<file path="config.mk">
export PLATFORM = sky130hd
export DESIGN_NAME = ram_fifo_ctrl_flat
export DESIGN_NICKNAME = d
export VERILOG_FILES = /design/src/rtl/ram_fifo_ctrl_pkg.sv /design/src/rtl/ram_fifo_ctrl_if.sv /design/src/rtl/ram_fifo_ctrl_dual_ram.sv /design/src/rtl/ram_fifo_ctrl.sv /design/src/flat_wrapper.sv
export SDC_FILE = /design/constraint.sdc
export NUM_CORES = 1
export LEC_CHECK = 0
export BUFFER_PORTS_ARGS = -buffer_cell sky130_fd_sc_hd__buf_2
export CAP_MARGIN = 40
export CORE_MARGIN = 3
export CORE_UTILIZATION = 60
export DETAILED_ROUTE_END_ITERATION = 10
export GPL_TIMING_DRIVEN = 0
export PLACE_DENSITY = 0.86
export SETUP_SLACK_MARGIN = 0.15
export SYNTH_ARGS = -nofsm -noshare
export SYNTH_HDL_FRONTEND = slang
export SYNTH_SLANG_ARGS = --single-unit
</file>
<file path="constraint.sdc">
create_clock -name clk -period 3.37 [get_ports clk]
set_clock_uncertainty 0.05 [all_clocks]
set_input_delay 0.1685 -clock clk [delete_from_list [all_inputs] [get_ports clk]]
set_output_delay 0.1685 -clock clk [all_outputs]
set_load 0.05 [all_outputs]
</file>
<file path="src/rtl/ram_fifo_ctrl_pkg.sv">
// Shared defaults and flag helper for the RAM-backed FIFO controller.
// Latency: n/a (declarations only).
// Backpressure: n/a.
package ram_fifo_ctrl_pkg;

   localparam int DEF_WIDTH    = 8;
   localparam int DEF_ADDR     = 4;
   localparam int DEF_DEPTH    = 1 << DEF_ADDR;
   localparam int DEF_AF_LEVEL = 14;
   localparam int DEF_AE_LEVEL = 2;
   localparam int DEF_CNT_W    = DEF_ADDR + 1;

   // Occupancy-derived status, kept together so it is registered as one unit.
   typedef struct packed {
      logic full;
      logic empty;
      logic almost_full;
      logic almost_empty;
   } fifo_flags_t;

   // All four status flags from an occupancy value; int arguments keep this
   // independent of the parameterised count width.
   function automatic fifo_flags_t calc_flags(input int cnt, input int depth,
                                              input int af_lvl, input int ae_lvl);
      fifo_flags_t f;
      f.full         = (cnt == depth);
      f.empty        = (cnt == 0);
      f.almost_full  = (cnt >= af_lvl);
      f.almost_empty = (cnt <= ae_lvl);
      return f;
   endfunction

endpackage

</file>
<file path="src/rtl/ram_fifo_ctrl_if.sv">
// Push/pop stream and status bundle between a FIFO user and the FIFO.
// Latency: n/a (wiring only).
// Backpressure: the user must watch full/empty; rejected requests only set sticky errors.
interface ram_fifo_ctrl_if
   import ram_fifo_ctrl_pkg::*;
#(
   parameter int WIDTH = DEF_WIDTH,
   parameter int ADDR  = DEF_ADDR
);
   logic             wr_en;
   logic [WIDTH-1:0] wr_data;
   logic             rd_en;
   logic [WIDTH-1:0] rd_data;
   logic             rd_valid;
   logic             full;
   logic             empty;
   logic             almost_full;
   logic             almost_empty;
   logic [ADDR:0]    count;
   logic             overflow;
   logic             underflow;

   modport master (
      output wr_en, wr_data, rd_en,
      input  rd_data, rd_valid, full, empty, almost_full, almost_empty,
             count, overflow, underflow
   );

   modport slave (
      input  wr_en, wr_data, rd_en,
      output rd_data, rd_valid, full, empty, almost_full, almost_empty,
             count, overflow, underflow
   );
endinterface

</file>
<file path="src/rtl/ram_fifo_ctrl_dual_ram.sv">
// Simple dual-port RAM: one write port, one registered read port.
// Latency: 1 cycle from re to dout; dout holds when re is low.
// Backpressure: none; the controller guarantees no same-address read/write.
module dual_ram #(
   parameter int WIDTH = 8,
   parameter int ADDR  = 4
) (
   input  logic             clk,
   input  logic             rst,
   input  logic             we,
   input  logic [ADDR-1:0]  wr_addr,
   input  logic [WIDTH-1:0] din,
   input  logic             re,
   input  logic [ADDR-1:0]  rd_addr,
   output logic [WIDTH-1:0] dout
);

   logic [WIDTH-1:0] mem [0:(1<<ADDR)-1];

   // Storage write; contents deliberately survive reset.
   always_ff @(posedge clk) begin
      if (we) begin
         mem[wr_addr] <= din;
      end
   end

   // Registered read port; output cleared on reset, held between reads.
   always_ff @(posedge clk) begin
      if (rst) begin
         dout <= '0;
      end else if (re) begin
         dout <= mem[rd_addr];
      end
   end

endmodule

</file>
<file path="src/rtl/ram_fifo_ctrl.sv">
// FIFO controller turning push/pop requests into dual_ram addresses and enables.
// Latency: 1 cycle from accepted pop to rd_valid/rd_data; flags update with pointers.
// Backpressure: push while full / pop while empty are dropped and latched as overflow/underflow.
module ram_fifo_ctrl
   import ram_fifo_ctrl_pkg::*;
#(
   parameter int WIDTH    = DEF_WIDTH,
   parameter int DEPTH    = DEF_DEPTH,
   parameter int ADDR     = DEF_ADDR,
   parameter int AF_LEVEL = DEF_AF_LEVEL,
   parameter int AE_LEVEL = DEF_AE_LEVEL
) (
   input  logic             clk,
   input  logic             rst,
   ram_fifo_ctrl_if.slave   bus
);

   localparam logic [ADDR:0] PTR_ONE = (ADDR+1)'(1);

   // Pointers carry one extra wrap bit; low ADDR bits address the RAM.
   logic [ADDR:0]    wr_ptr, rd_ptr;
   logic [ADDR:0]    wr_ptr_nxt, rd_ptr_nxt, cnt_nxt;
   logic [ADDR:0]    cnt_q;
   fifo_flags_t      flg_q;
   logic             rd_valid_q;
   logic             ovf_q, udf_q;
   logic             wr_acc, rd_acc;
   logic [WIDTH-1:0] ram_dout;

   // Acceptance uses flags registered at the start of the cycle, so a same-cycle
   // pop never frees room for a push and a same-cycle push never feeds a pop.
   assign wr_acc = bus.wr_en & ~flg_q.full;
   assign rd_acc = bus.rd_en & ~flg_q.empty;

   // Next pointer values and the occupancy they imply (modular difference).
   always_comb begin
      wr_ptr_nxt = wr_ptr;
      rd_ptr_nxt = rd_ptr;
      if (wr_acc) begin
         wr_ptr_nxt = wr_ptr + PTR_ONE;
      end
      if (rd_acc) begin
         rd_ptr_nxt = rd_ptr + PTR_ONE;
      end
      cnt_nxt = wr_ptr_nxt - rd_ptr_nxt;
   end

   // Pointer, count, flag, read-valid and sticky error registers.
   always_ff @(posedge clk) begin
      if (rst) begin
         wr_ptr     <= '0;
         rd_ptr     <= '0;
         cnt_q      <= '0;
         flg_q      <= calc_flags(0, DEPTH, AF_LEVEL, AE_LEVEL);
         rd_valid_q <= 1'b0;
         ovf_q      <= 1'b0;
         udf_q      <= 1'b0;
      end else begin
         wr_ptr     <= wr_ptr_nxt;
         rd_ptr     <= rd_ptr_nxt;
         cnt_q      <= cnt_nxt;
         flg_q      <= calc_flags(int'(cnt_nxt), DEPTH, AF_LEVEL, AE_LEVEL);
         rd_valid_q <= rd_acc;
         ovf_q      <= ovf_q | (bus.wr_en & flg_q.full);
         udf_q      <= udf_q | (bus.rd_en & flg_q.empty);
      end
   end

   dual_ram #(
      .WIDTH (WIDTH),
      .ADDR  (ADDR)
   ) u_ram (
      .clk     (clk),
      .rst     (rst),
      .we      (wr_acc),
      .wr_addr (wr_ptr[ADDR-1:0]),
      .din     (bus.wr_data),
      .re      (rd_acc),
      .rd_addr (rd_ptr[ADDR-1:0]),
      .dout    (ram_dout)
   );

   assign bus.rd_data      = ram_dout;
   assign bus.rd_valid     = rd_valid_q;
   assign bus.count        = cnt_q;
   assign bus.full         = flg_q.full;
   assign bus.empty        = flg_q.empty;
   assign bus.almost_full  = flg_q.almost_full;
   assign bus.almost_empty = flg_q.almost_empty;
   assign bus.overflow     = ovf_q;
   assign bus.underflow    = udf_q;

endmodule

</file>
<file path="src/flat_wrapper.sv">
// flat-port wrapper written by rule: the top's interface ports become plain ports
module ram_fifo_ctrl_flat import ram_fifo_ctrl_pkg::*;
#(
   parameter int WIDTH    = DEF_WIDTH,
   parameter int DEPTH    = DEF_DEPTH,
   parameter int ADDR     = DEF_ADDR,
   parameter int AF_LEVEL = DEF_AF_LEVEL,
   parameter int AE_LEVEL = DEF_AE_LEVEL
)
  (clk, rst, bus_wr_en, bus_wr_data, bus_rd_en, bus_rd_data, bus_rd_valid, bus_full, bus_empty, bus_almost_full, bus_almost_empty, bus_count, bus_overflow, bus_underflow);
  ram_fifo_ctrl_if #(.WIDTH(WIDTH), .ADDR(ADDR)) bus_i ();
  input  logic clk;
  input  logic rst;
  input wire logic [$bits(bus_i.wr_en)-1:0] bus_wr_en;
  input wire logic [$bits(bus_i.wr_data)-1:0] bus_wr_data;
  input wire logic [$bits(bus_i.rd_en)-1:0] bus_rd_en;
  output wire logic [$bits(bus_i.rd_data)-1:0] bus_rd_data;
  output wire logic [$bits(bus_i.rd_valid)-1:0] bus_rd_valid;
  output wire logic [$bits(bus_i.full)-1:0] bus_full;
  output wire logic [$bits(bus_i.empty)-1:0] bus_empty;
  output wire logic [$bits(bus_i.almost_full)-1:0] bus_almost_full;
  output wire logic [$bits(bus_i.almost_empty)-1:0] bus_almost_empty;
  output wire logic [$bits(bus_i.count)-1:0] bus_count;
  output wire logic [$bits(bus_i.overflow)-1:0] bus_overflow;
  output wire logic [$bits(bus_i.underflow)-1:0] bus_underflow;
  assign bus_i.wr_en = bus_wr_en;
  assign bus_i.wr_data = bus_wr_data;
  assign bus_i.rd_en = bus_rd_en;
  assign bus_rd_data = bus_i.rd_data;
  assign bus_rd_valid = bus_i.rd_valid;
  assign bus_full = bus_i.full;
  assign bus_empty = bus_i.empty;
  assign bus_almost_full = bus_i.almost_full;
  assign bus_almost_empty = bus_i.almost_empty;
  assign bus_count = bus_i.count;
  assign bus_overflow = bus_i.overflow;
  assign bus_underflow = bus_i.underflow;
  ram_fifo_ctrl #(.WIDTH(WIDTH), .DEPTH(DEPTH), .ADDR(ADDR), .AF_LEVEL(AF_LEVEL), .AE_LEVEL(AE_LEVEL)) u_core (.clk(clk), .rst(rst), .bus(bus_i));
endmodule
</file>
* Word-level counts from Yosys, hierarchy flattened
Memories as Yosys holds them, arrays and structs flattened. A register that Yosys moved wholly into a read port is not among the register bits.
Cells that the tools add are included.
** Operators by class
- Muxes and demuxes :: 4
- $add $sub $neg :: 3
- Magnitude comparators :: 2
- Reductions and logical operators :: 1
- Bitwise logic cells :: 8
- Eq/ne operators :: 1
** Operator list (count)
- 5-bit by 1-bit adder with 5-bit output (second input constant) :: 2
- 5-bit two-way mux :: 2
- 5-bit == test (second input constant) :: 1
- 5-bit by 4-bit >= comparator with 1-bit output (second input constant) :: 1
- 5-bit by 2-bit less-or-equal comparator with 1-bit output (second input constant) :: 1
- 5-bit zero test :: 1
- 5-bit subtractor :: 1
- 1-bit AND :: 4
- 1-bit two-way mux :: 2
- 1-bit inverter :: 2
- 1-bit OR :: 2
** Word-level totals
- RAM bits :: 128
- Word-level logic and storage cells :: 30
- Output and inout port bits :: 20
- Memories :: 1
- Register bits after elaboration :: 22
** Memories
- u_core.u_ram.mem :: depth 16, bits a word 8, rd ports 1, clocked after Yosys merged registers in 1, wr ports 1, RTL line ram_fifo_ctrl_dual_ram.sv:18 : logic [WIDTH-1:0] mem [0:(1<<ADDR)-1];

* Logic depth before layout (Yosys ltp)
Gate-level depths: netlist (run 1).
- Word-level depth :: 5
- Gate-level depth with buffers :: 13
- Depth with buffers taken out :: 11

* By module
From an unflattened synthesis (run 1), not the netlist that was laid out.
** Unflattened totals
- Cell total of the unflattened synthesis :: 426
- Area total of the unflattened synthesis :: 6427.4 um^2
** By module, submodules not included
- dual_ram :: cells an instance 316, times used 1, area each 5343.9 um^2
- ram_fifo_ctrl :: cells an instance 110, times used 1, area each 1083.5 um^2

* Worst setup path before layout (run 1)
Ideal clock, no wire load.
- Kind :: reg2reg
- Start point :: register u_core.flg_q (netlist bit u_core.bus.empty)
- End point :: register u_core.flg_q (netlist bit u_core.bus.full)
- Path buffers :: 2
- Stages on the path, launching flop included :: 14
- Data arrival time :: 3.103 ns
- Data required time :: 3.204 ns
- Path slack :: 0.102 ns
- Setup time :: 0.116 ns
- Path through :: dfxtp_1 or2b_1 clkbuf_1 xnor2_1 ha_1 inv_1 ha_1 or2_1 clkbuf_1 maj3_2 maj3_2 xnor2_2 nor2_1 and3_1
** On the way
- Word-level cells in the longest chain between the ends :: 5
** Ends and longest elaborated chain
- from (decl) :: RTL line ram_fifo_ctrl.sv:24 : fifo_flags_t flg_q;
- from (signal assigned) :: RTL line ram_fifo_ctrl.sv:54 : flg_q <= calc_flags(0, DEPTH, AF_LEVEL, AE_LEVEL);
- from (signal assigned) :: RTL line ram_fifo_ctrl.sv:62 : flg_q <= calc_flags(int'(cnt_nxt), DEPTH, AF_LEVEL, AE_LEVEL);
- 1-bit inverter :: RTL line ram_fifo_ctrl.sv:33 : assign rd_acc = bus.rd_en & ~flg_q.empty;
- 1-bit AND :: RTL line ram_fifo_ctrl.sv:33
- 5-bit two-way mux :: RTL line ram_fifo_ctrl.sv:42 : if (rd_acc) begin
- net u_core.rd_ptr_nxt[0] :: RTL line ram_fifo_ctrl.sv:22 : logic [ADDR:0] wr_ptr_nxt, rd_ptr_nxt, cnt_nxt;
- 5-bit subtractor :: RTL line ram_fifo_ctrl.sv:45 : cnt_nxt = wr_ptr_nxt - rd_ptr_nxt;
- 5-bit == test :: RTL line ram_fifo_ctrl_pkg.sv:26 : f.full = (cnt == depth);
The timed path passes the listed nets, and every way through them passes these cells.
A chain may end at the register's enable or synchronous reset.

* Worst setup path after layout (run 1)
- Start point :: register u_core.flg_q (netlist bit u_core.bus.full)
- End point :: register u_core.flg_q (netlist bit u_core.bus.full)
** On the way
- Word-level cells in the longest chain between the ends :: 5
** Ends and longest elaborated chain
- 1-bit inverter :: RTL line ram_fifo_ctrl.sv:32 : assign wr_acc = bus.wr_en & ~flg_q.full;
- 1-bit AND :: RTL line ram_fifo_ctrl.sv:32
- 5-bit two-way mux :: RTL line ram_fifo_ctrl.sv:39 : if (wr_acc) begin
- 5-bit subtractor :: RTL line ram_fifo_ctrl.sv:45
- 5-bit == test :: RTL line ram_fifo_ctrl_pkg.sv:26
Every way passes these cells.

==> key figures, run 1 <==
Logic synthesis
  • Synth Register Bits: 158
  • Top-area cell type share of the netlist area: 61.0%
  • Primary FF master, synth: edfxtp_1
  • Ys async rst share: 0%
  • List of most frequent post-synthesis cells: edfxtp_1, mux4_2, dfxtp_1
  • Number of synthesized flops with an enable pin: 128
  • Top cells by area, synth: edfxtp_1, mux4_2, dfxtp_1
  • Distinct cells, synth: 40
  • Cells after synthesis: 339
  • Syn Std Cell Area: 6300 um^2
  • Mapped Nets: 359
  • Syn_area_per_cell: 18.6 um^2
  • Most common cell in the netlist: edfxtp_1
  • Area leader, netlist: edfxtp_1
  • Yosys warning count: 0
  • Post-synthesis sequential area ratio: 70.5%

Routing
  • Avg WL per Cell: 24.3 um
  • DRT Pass-1 Iters: 5
  • Drt first-iter violations: 333
  • Post-route DRC: 0
  • Total number of vias: 3295
  • Post-DRT Antenna Nets: 0
  • Via density: 6.06
  • Final WL: 13.2 mm

Global route
  • Antenna violations before repair: 0
  • GRT Total Usage: 24.5%
  • Vias in the first global route: 3437
  • GR Overflow Total: 0
  • Largest net degree at the start of global routing: 17
  • Global-route wire length before repair: 19.8 mm

Power and ir drop
  • Peak VDD IR: 0.000470 V
  • P_int: 3.83 mW
  • Static Leak: 2.57 nW
  • Switching share of total power: 27.1%
  • Comb pwr share: 20.3%
  • P per Cell Area: 711 nW/um^2
  • Clock share of power: 36.7%
  • Net Switching: 1.42 mW
  • Seq pwr share: 43.0%

Clock tree
  • Number of clock sinks: 158
  • Worst-skew pair later-pin latency: 520 ps
  • Root buf cell: clkbuf_8
  • H-tree depth: 4
  • Max Buffers Root-to-Sink: 2
  • CTS tree: yes
  • Cts bufs inserted: 17
  • Clk slew on worst S/H paths: 60 ps

Status
  • Status: complete, no violations

Floorplanning
  • Die H: 109 um
  • Initial Utilization: 63.1%
  • Die X: 109 um
  • Top Ports: 32
  • Die area: 11800 um^2
  • Row cnt: 36
  • Core ar.: 10000 um^2

Critical path
  • Worst R2R Path Depth: 11
  • Kind of end point of the critical path: flop
  • Worst setup path start: u_core.bus.full$_SDFF_PP0_
  • RR Startpoint: u_core.bus.full$_SDFF_PP0_
  • CP Data Required Time: 3740 ps
  • Worst setup path endpoint: u_core.bus.full$_SDFF_PP0_
  • Max FO, Critical Path: 5
  • Reg2reg end: u_core.bus.full$_SDFF_PP0_
  • Setup slack, reg-to-reg: 300 ps
  • Worst path arrival time: 3440 ps
  • Setup crit start kind: flop
  • Critical path type: reg2reg

Timing
  • Final worst-path cycle share: 91.2%
  • Slew headroom: 43.9%
  • Fin. Hold Viols: 0
  • Tmin final: 3070 ps
  • FMAX: 0.325 GHz
  • Final setup fails: 0
  • Setup TNS: 0 ps
  • RSZ-0062 raised after global routing: false
  • Fin. max-slew vios: 0
  • Actual slew at the worst max-slew pin: 841 ps

Placement
  • DP Wirelength: 7.98 mm
  • GP Congestion: 0.766
  • Port bufs: 30
  • Placed cell areas: 6620 um^2

Flow run
  • Max_cap viols: 0

Hold path
  • Worst min-delay path class: reg2reg
  • Worst hold start: u_core.u_ram.dout[6]$_SDFFE_PP0N_

Cells and area
  • Final-stage net count: 418
  • Synth-to-Final Area Change: 17.2%
  • Fillers: 582
  • Antenna cells: 0
  • Share of cells above drive strength 1: 31.1%
  • Final instance area: 7390 um^2
  • Final core utilization: 73.9%
## kinds of logic after synthesis
family,Yosys count,synth area share [%]
simple gates,76,6.65
flops,158,70.5
fa+ha+maj,10,1.94
mux,44,14.9
xor+xnor,14,2.72
buf+inv,20,1.59
compound gates,17,1.69
## layout make-up
type,instances,area (um^2),area share [%]
flip-flops and latches,158,4450,60.2
multi-input cells,161,1810,24.5
clock buffers,20,425,5.76
repair buffers,41,260,3.52
clock inverters,12,170,2.30
well taps,133,166,2.25
plain buffers,15,91.3,1.24
inverters,4,15.0,0.203
## worst max-delay path, stage by stage (launching register included)
cell	delay, ps
dfxtp_1	380
nand2b_1	350
mux2i_4	350
inv_1	70
ha_1	220
or2_1	220
clkbuf_1	140
maj3_2	330
maj3_2	380
xnor2_4	210
nor2_2	70
and3_1	180
## through the flow
step,power [mW],worst slack (ps),hold slack [ps],instances
4_1_cts,5.21,171,391,544
3_3_place_gp,3.25,63.6,388,502
2_1_floorplan,3.04,307,217,339
6_report,5.25,297,403,544
5_1_grt,5.44,127,435,544
3_5_place_dp,3.28,-39.6,394,502
## power by group through the flow
stage	logic (mW)	clock network (mW)	registers, mW
after floorplan	0.541	0	2.50
after global routing	1.14	2.03	2.27
after CTS	1.01	1.94	2.26
final	1.07	1.93	2.26
after global placement	0.956	0	2.29
after detailed placement	0.984	0	2.30
## worst min-delay path by stage
stage                                        endpoint  slack [ps]  depth (start not counted)
floorplan            u_core.u_ram.mem[0][0]$_DFFE_PP_         220                          0
global route        u_core.u_ram.dout[0]$_SDFFE_PP0N_         440                          2
finish              u_core.u_ram.dout[6]$_SDFFE_PP0N_         400                          2
CTS                   u_core.bus.underflow$_SDFF_PP0_         390                          4
global placement       u_core.bus.overflow$_SDFF_PP0_         390                          3
detailed placement  u_core.u_ram.dout[1]$_SDFFE_PP0N_         390                          2
## flip-flops by register name (all words and copies together), names as in the netlist
signal                   cells
u_core.bus.overflow          1
u_core.bus.underflow         1
u_core.u_ram.mem           128
u_core.bus.full              1
u_core.bus.count             5
u_core.u_ram.dout            8
u_core.bus.rd_valid          1
u_core.wr_ptr                5
u_core.bus.almost_full       1
u_core.bus.almost_empty      1
u_core.bus.empty             1
u_core.rd_ptr                5
## placed cells by master, fill, tap and decap left out, types with 5 or more instances in the layout
cell and instances:
dlygate4sd3_1 11, dfxtp_1 27, clkbuf_1 7, buf_2 34
nor2_1 18, nor2b_1 6, edfxtp_1 128, mux4_2 40
nand2_1 20, a21oi_1 12, and2_1 12, and3_1 5
clkbuf_16 16, ha_1 8
## metal layers
metal,track usage [%],wire length [um],part of all wire (%),vias to the layer above
met2,38.4,6670,51,184
met3,8.00,1200,9.1,29
met5,0,0,0,-
met4,11.0,331,2.5,0
met1,31.5,5000,38,1653
li1,-,-,-,1429
## what timing repair did
| action | in CTS | in global routing |
|---|---|---|
| setup endpoints to repair | 5 | 5 |
| setup buffers | 0 | 0 |
| endpoints found under the hold margin | 138 | 0 |
| pin swaps | 0 | 1 |
| resized for setup | 3 | 12 |
| cloned | 0 | 0 |
| hold buffers | 11 | 0 |
Note: power is estimated with default switching activity, not from simulation.
==> inputs of run 2 (changes only) <==
==> constraint.sdc (replaced) <==
create_clock -name clk -period 3.55 [get_ports clk]
set_clock_uncertainty 0.05 [all_clocks]
set_input_delay 0.1775 -clock clk [delete_from_list [all_inputs] [get_ports clk]]
set_output_delay 0.1775 -clock clk [all_outputs]
set_load 0.05 [all_outputs]
==> run 2 against run 1 <==
  * Design area shrank 0.86%
  * Sequential share of layout area rose by 0.47 points
  * Sequential power shrank 5%
  * Setup slack improved by 37 ps
  * First-iteration DRC count fell by 11%
  * Clock power shrank 8%
  * Register-to-register slack better by 40 ps
  * Clock-buffer cell count down 2
  * Largest power group unchanged
  * Largest cell class unchanged
  * Combinational power is 7% lower
  * Die area stayed put
==> key figures, run 2 (synthesized netlist as in run 1, its figures left out) <==
Status
  • Status: complete, no violations

Placement
  • GP Congestion: 0.791
  • Placed Instances: 502
  • Port bufs: 30
  • DP Wirelength: 8.23 mm
  • Worst Setup Slack post-DPL: 171 ps
  • Placed cell areas: 6620 um^2

Cells and area
  • Commonest non-fill, non-tap cell in the layout: edfxtp_1
  • Commonest cells after routing, fill and taps aside: edfxtp_1, mux4_2, buf_2
  • Antenna cells: 0
  • Final core utilization: 73.3%
  • Final instance area: 7330 um^2
  • Final-stage net count: 418
  • Synth-to-Final Area Change: 16.2%
  • Share of cells above drive strength 1: 30.7%
  • Largest Register: u_core.u_ram.mem
  • Non-filler cells, final: 544
  • Largest registers: u_core.u_ram.mem (128), u_core.u_ram.dout (8)
  • Flip-flop count of the largest register after layout: 128

Routing
  • Post-route DRC: 0
  • Via density: 6.16
  • Final WL: 14.1 mm
  • Post-DRT Antenna Nets: 0
  • Drt first-iter violations: 295
  • Avg WL per Cell: 25.9 um
  • Total number of vias: 3353
  • DRT Pass-1 Iters: 4

Hold path
  • Worst min-delay path class: reg2reg
  • Worst hold start: u_core.u_ram.dout[4]$_SDFFE_PP0N_
  • Hold Path Stages: 2
  • Hold Path Sink: u_core.u_ram.dout[4]$_SDFFE_PP0N_

Timing
  • Fin. Hold Viols: 0
  • Worst hold margin: 402 ps
  • Tmin final: 3220 ps
  • Actual slew at the worst max-slew pin: 816 ps
  • Final setup fails: 0
  • Setup TNS: 0 ps
  • Fin. max-slew vios: 0
  • RSZ-0062 raised after global routing: false
  • Slew headroom: 45.6%
  • FMAX: 0.311 GHz
  • Worst setup margin: 334 ps
  • Final worst-path cycle share: 90.6%

Floorplanning
  • Top Ports: 32
  • Die X: 109 um
  • Initial Utilization: 63.1%
  • Core ar.: 10000 um^2
  • Die H: 109 um
  • Row cnt: 36
  • Die area: 11800 um^2

Critical path
  • Setup slack, reg-to-reg: 330 ps
  • Max FO, Critical Path: 5
  • Reg2reg end: u_core.bus.full$_SDFF_PP0_
  • Kind of end point of the critical path: flop
  • Worst path arrival time: 3590 ps
  • Critical path type: reg2reg
  • CP Data Required Time: 3920 ps
  • Setup crit start kind: flop
  • Worst R2R Path Depth: 12
  • RR Startpoint: u_core.bus.full$_SDFF_PP0_

Global route
  • GRT Total Usage: 27.2%
  • Largest net degree at the start of global routing: 17
  • GR Overflow Total: 0
  • Vias in the first global route: 3561
  • Global-route wire length before repair: 21.8 mm
  • Antenna violations before repair: 0

Clock tree
  • Worst-skew pair later-pin latency: 540 ps
  • Root buf cell: clkbuf_8
  • Clk slew on worst S/H paths: 70 ps
  • Number of clock sinks: 158
  • Max Buffers Root-to-Sink: 2
  • H-tree depth: 4
  • Cts bufs inserted: 17
  • CTS tree: yes

Flow run
  • Max_cap viols: 0

Power and ir drop
  • Peak VDD IR: 0.000492 V
  • Static Leak: 2.53 nW
  • Final Power: 4.93 mW
  • P per Cell Area: 672 nW/um^2
## run 2: worst max-delay path by stage
stage / to / slack (ps) / cells past startpoint / from
6_report: u_core.bus.full$_SDFF_PP0_ / 330 / 12 / u_core.bus.full$_SDFF_PP0_
5_1_grt: u_core.bus.full$_SDFF_PP0_ / 170 / 13 / u_core.bus.empty$_SDFF_PP1_
4_1_cts: u_core.bus.full$_SDFF_PP0_ / 260 / 12 / u_core.wr_ptr[0]$_SDFF_PP0_
3_5_place_dp: u_core.bus.full$_SDFF_PP0_ / 170 / 12 / u_core.rd_ptr[1]$_SDFF_PP0_
3_3_place_gp: u_core.bus.full$_SDFF_PP0_ / 230 / 13 / u_core.bus.empty$_SDFF_PP1_
2_1_floorplan: u_core.bus.full$_SDFF_PP0_ / 280 / 13 / u_core.bus.empty$_SDFF_PP1_
## run 2: repair_timing
item	CTS	global route
gates resized for setup	1	5
setup buffers	0	0
hold buffers	11	0
hold endpoints to repair	138	0
setup endpoints to repair	1	2
## run 2: per-layer routing
layer / vias up / track usage, % / share of wire [%]
li1: 1435 / - / -
met1: 1730 / 35.1 / 38
met2: 153 / 44.0 / 52
met3: 35 / 6.93 / 7.5
met4: 0 / 12.0 / 2.6
met5: - / 0 / 0
## run 2: area by class of cell
cell class | instances | area [um^2]
sequential | 158 | 4440
timing repair buffer | 41 | 260
buffer | 15 | 85.1
clock inverter | 14 | 156
multi-input combinational | 161 | 1780
tap | 133 | 166
fill | 579 | 2670
inverter | 4 | 15.0
clock buffer | 18 | 418
## run 2: worst max-delay path: stages (launching register included)
cell	delay, ps
dfxtp_1	370
nand2b_1	310
xnor2_1	350
ha_1	210
inv_1	70
ha_1	210
or2_1	200
clkbuf_1	150
maj3_2	320
maj3_2	350
xnor2_2	230
nor2_1	90
and3_1	190
## run 2: report_power, final
group          switching [mW]  internal (mW)  total (mW)
Sequential             0.0446           2.10        2.14
Combinational           0.620          0.379       0.998
Clock                   0.769           1.01        1.78
